==> config.mk <==
export PLATFORM = sky130hd
export DESIGN_NAME = stopwatch_counter
export DESIGN_NICKNAME = d
export VERILOG_FILES = /design/src/rtl/stopwatch_counter_pkg.sv /design/src/rtl/stopwatch_counter_tick_prescaler.sv /design/src/rtl/stopwatch_counter.sv
export SDC_FILE = /design/constraint.sdc
export NUM_CORES = 1
export LEC_CHECK = 0
export CAP_MARGIN = 20
export CORE_MARGIN = 1
export CORE_UTILIZATION = 40
export CTS_CLUSTER_SIZE = 14
export DETAILED_ROUTE_END_ITERATION = 10
export HOLD_SLACK_MARGIN = 0.05
export PLACE_DENSITY = 0.74
export REMOVE_ABC_BUFFERS = 1
export SLEW_MARGIN = 0
export SYNTH_ARGS = -nofsm -noshare
export SYNTH_HDL_FRONTEND = slang
export SYNTH_SLANG_ARGS = --single-unit
==> constraint.sdc <==
create_clock -name clk -period 2.8 [get_ports clk]
set_clock_uncertainty 0.1 [all_clocks]
set_input_delay 0.56 -clock clk [delete_from_list [all_inputs] [get_ports clk]]
set_output_delay 0.56 -clock clk [all_outputs]
set_load 0.01 [all_outputs]
==> src/rtl/stopwatch_counter_pkg.sv <==
// Shared constants and run-state type for the stopwatch counter.
package stopwatch_counter_pkg;

    localparam int DEF_DATA_WIDTH = 16;
    localparam int DEF_MAX        = 99;
    localparam int DEF_TICK_DIV   = 1;

    typedef enum logic {
        IDLE = 1'b0,
        RUN  = 1'b1
    } run_state_t;

    function automatic int prescale_width(input int div);
        return (div > 1) ? $clog2(div) : 1;
    endfunction

endpackage

==> src/rtl/stopwatch_counter_tick_prescaler.sv <==
// Divides enabled clocks by TICK_DIV; the phase is kept while disabled.
module stopwatch_counter_tick_prescaler
    import stopwatch_counter_pkg::*;
#(
    parameter int TICK_DIV = DEF_TICK_DIV
) (
    input  logic clk,
    input  logic reset,
    input  logic enable,
    output logic tick
);

    localparam int            PW   = prescale_width(TICK_DIV);
    localparam logic [PW-1:0] LAST = PW'(TICK_DIV - 1);

    logic [PW-1:0] phase_q;
    logic          at_last;

    // With TICK_DIV==1 the phase is pinned at 0, so tick follows enable.
    assign at_last = (phase_q == LAST);
    assign tick    = enable & at_last;

    always_ff @(posedge clk or negedge reset) begin
        if (!reset) begin
            phase_q <= '0;
        end else if (enable) begin
            phase_q <= at_last ? '0 : phase_q + 1'b1;
        end
    end

endmodule

==> src/rtl/stopwatch_counter.sv <==
// Run/stop stopwatch: latched run flag, prescaled count wrapping at MAX.
module stopwatch_counter
    import stopwatch_counter_pkg::*;
#(
    parameter int DATA_WIDTH = DEF_DATA_WIDTH,
    parameter int MAX        = DEF_MAX,
    parameter int TICK_DIV   = DEF_TICK_DIV
) (
    input  logic                  clk,
    input  logic                  reset,
    input  logic                  start,
    input  logic                  stop,
    output logic [DATA_WIDTH-1:0] count
);

    localparam logic [DATA_WIDTH-1:0] MAX_V = DATA_WIDTH'(MAX);

    run_state_t            state_q;
    run_state_t            state_d;
    logic                  enable;
    logic                  tick;
    logic [DATA_WIDTH-1:0] count_q;
    logic [DATA_WIDTH-1:0] count_d;

    // Stop wins over start; counting follows the flag being set this edge.
    always_comb begin
        state_d = state_q;
        if (stop) begin
            state_d = IDLE;
        end else if (start) begin
            state_d = RUN;
        end
        enable = (state_d == RUN);
    end

    always_ff @(posedge clk or negedge reset) begin
        if (!reset) begin
            state_q <= IDLE;
        end else begin
            state_q <= state_d;
        end
    end

    stopwatch_counter_tick_prescaler #(
        .TICK_DIV (TICK_DIV)
    ) u_prescaler (
        .clk    (clk),
        .reset  (reset),
        .enable (enable),
        .tick   (tick)
    );

    always_comb begin
        count_d = count_q;
        if (tick) begin
            count_d = (count_q == MAX_V) ? '0 : count_q + 1'b1;
        end
    end

    always_ff @(posedge clk or negedge reset) begin
        if (!reset) begin
            count_q <= '0;
        end else begin
            count_q <= count_d;
        end
    end

    assign count = count_q;

endmodule

==> metrics.md <==
| Metric | Value |
|---|---|
| Critical Path AT | 1400 ps |
| Max frequency | 0.485 GHz |
| Pint | between 0.0004 and 0.0005 W |
| Drc violations | 0 |
| Initial antenna violation count | 0 |
| Clock Latency Late Sink | 290 ps |
| Nets@finish | between 100 and 150 |
| Crit-path cells | clkdlybuf4s50_1 |
| Switch share | between 30% and 40% |
| Final wirelength | about 1600 um |
| Hold crit path type | reg2reg |
| Crit-path leading delay family | buffers and inverters |
| Fin area | 1120 um2 |
| Core area | 2000 um2 |
| Port bufs | 19 |
| Psw | 0.000213 W |
| Minimum clock period | a little over 2000 ps |
| Max_cap viols | 0 |
| Top post-synthesis cells by count | dfrtp_1 (17), nand2_1 (7), xor2_1 (7) |
| Slew of the pin with the lowest slew margin | 754 ps |
| Hold-fix buffers, CTS | 0 |
| Post-placement cell area | 1090 um2 |
| Slew Limit Headroom | about 50% |
| Pwr/cell area | around 580 nW/um2 |
| Post-route ant nets | 0 |
| Die W | 48.8 um |
| Number of synthesized register bits | 17 |
| Fin crit share | roughly three quarters |
| Flop pwr share | a little over half |
| Avg WL per Cell | 13.1 um |
| Final hold viol count | 0 |
| # Post-CTS Setup Buffers | 0 |
| Logic gate share of total power | between 20% and 30% |
| Sequential cell area fraction in the yosys report | 48.5% |
| Buf/Inv on CP | 1 |
| FILL cells | 175 |
| Yosys cell types | 26 |
| Count leader, synth | dfrtp_1 |
| Rows | 16 |
| Clk pwr share | 21.0% |
| Top FF cell, synth | dfrtp_1 |
| Vias in the first global route | just over 600 |
| Startpoint types | flop |
| Worst Setup End Kind | primary output |
| Post-Syn Area | between 800 and 900 um2 |
| Worst IR Drop VDD | roughly 400 uV |
| Detailed Routing Iterations Pass 1 | 2 |
| Vias/cell | 4.99 |
| Area contributors post-synth | dfrtp_1 (49%), xor2_1 (7.0%), nor3_2 (5.7%) |
| CP max FO | 6 |
| DR vias | around 600 |
| Clk root buf | clkbuf_4 |
| Initial core utilization | 43.8% |
| CP max stage cell | clkdlybuf4s50_1 |
| Setup CP Type | reg2out |
| Post-synth top area share | approximately 49% |
| GP Congestion | 0.737 |
| Largest net degree at the start of global routing | 18 |
| Die Span Y | 48.8 um |
| CTS Buffer Depth | 2 |
| Worst Path Required | 2140 ps |
| Syn Inst Count | 74 |
| RSZ-0062 raised after global routing | no |
| Die ar. | 2380 um2 |
| HPWL after detailed placement | 1170 um |
| Setup Viol. Count Final | 0 |
| Post-synth EDFFs | 0 |
| Yosys top cell by area | dfrtp_1 |
| Hold_ws | 396 ps |
| Gr ovfl total | 0 |
| Max stage delay on crit path | between 500 and 600 ps |
| Area Growth Syn to Fin | 27.4% |
| # IOs | 20 |
| CTS tree | done |
| Global-route wire length before repair | 2910 um |
| CTS sink count | 17 |
| Ys async rst share | 100% |
| Synth warnings | 0 |
| TritonCTS buffer count | 3 |
| Status | finished, final reports clean |
| Max-slew violation count | 0 |
| H-tree depth | 1 |
| Initial detailed-routing violation count | 5 |
| GRT Total Usage | between 10% and 20% |
| Clock transition at path regs | 110 ps |
| PostCTS Resize Cnt | 0 |
| Setup tns final | 0 ps |
| Antenna diodes | 0 |
| Syn Area/Cell | 11.9 um2 |
| Leak | 0.491 nW |
| Layout cells sized above 1 | between 20% and 30% |
-- sequential cells by signal, indices dropped and copies added, names as in the netlist --
| register | cells |
|---|---|
| state_q | 1 |
| count | 16 |
-- metrics by stage --
stage / power, W / setup WS, ps / cells / util, %
global route: 0.000681 / 690 / 123 / 55.8
floorplan: 0.000414 / 1190 / 73 / -
global placement: 0.000508 / 733 / 119 / 54.4
CTS: 0.000647 / 733 / 123 / 55.8
finish: 0.000645 / 740 / 123 / 55.8
detailed placement: 0.000515 / 691 / 119 / 54.4
-- power groups by stage --
stage               Combinational [W]  Sequential, W  Clock, W
floorplan                   0.0000675       0.000346         0
global placement             0.000170       0.000338         0
detailed placement           0.000173       0.000342         0
CTS                          0.000174       0.000337  0.000137
global route                 0.000186       0.000344  0.000150
finish                       0.000171       0.000338  0.000135
-- routing by layer --
| metal | global-route usage (%) | share of wire [%] | up-vias |
|---|---|---|---|
| met5 | 0 | 0 | - |
| met4 | 8.82 | 2.2 | 0 |
| met3 | 3.12 | 3.0 | 5 |
| met2 | 24.8 | 46 | 14 |
| met1 | 22.3 | 49 | 293 |
| li1 | - | - | 302 |
-- cell type report --
class                      instances  area (um2)  share of cell area, %
clock buffer                       3        22.5                   2.02
clock inverter                     1        5.00                  0.448
inverter                           2        7.51                  0.672
multi-input combinational         54         433                   38.7
sequential                        17         425                   38.1
tap                               27        33.8                   3.02
timing repair buffer              19         190                   17.0
-- placed cells by master, fill, tap and decap left out, drive strengths merged --
| cell type | netlist | final |
|---|---|---|
| clkinv | 0 | 1 |
| a31oi | 2 | 2 |
| clkdlybuf4s50 | 0 | 19 |
| clkbuf | 0 | 3 |
| nor2 | 4 | 4 |
| o21ai | 1 | 1 |
| inv | 2 | 2 |
| nand2 | 9 | 9 |
| nand3 | 5 | 5 |
| nor3b | 1 | 1 |
| ha | 1 | 1 |
| nor3 | 6 | 6 |
| xnor2 | 5 | 5 |
| dfrtp | 17 | 17 |
| nor4 | 2 | 2 |
| and3 | 3 | 3 |
| xor2 | 8 | 8 |
| and4b | 1 | 1 |
| and4 | 3 | 3 |
| nand4 | 2 | 2 |
| o21bai | 1 | 1 |
-- path summary, 6_finish.rpt --
kind	cells past startpoint	end	slack, ps	startpoint
max	1	count[3]	740	count[3]$_DFFE_PN0P_
min	1	count[15]$_DFFE_PN0P_	400	count[15]$_DFFE_PN0P_
max reg2reg	5	count[2]$_DFFE_PN0P_	1240	count[0]$_DFFE_PN0P_
min reg2reg	1	count[15]$_DFFE_PN0P_	400	count[15]$_DFFE_PN0P_
max in group asynchronous	1	count[1]$_DFFE_PN0P_	1530	reset
min in group asynchronous	1	count[9]$_DFFE_PN0P_	600	reset
-- cells by family (layout without fill, tap and decap cells) --
group	count (synthesis)	after routing	share of synthesized area (%)
flops	17	17	48.5
fa+ha+maj	1	1	1.43
simple gates	36	36	30.0
buf+inv	3	25	2.14
xor+xnor	13	13	13.8
compound gates	4	4	4.14
Power figures use the tool's default switching activity.
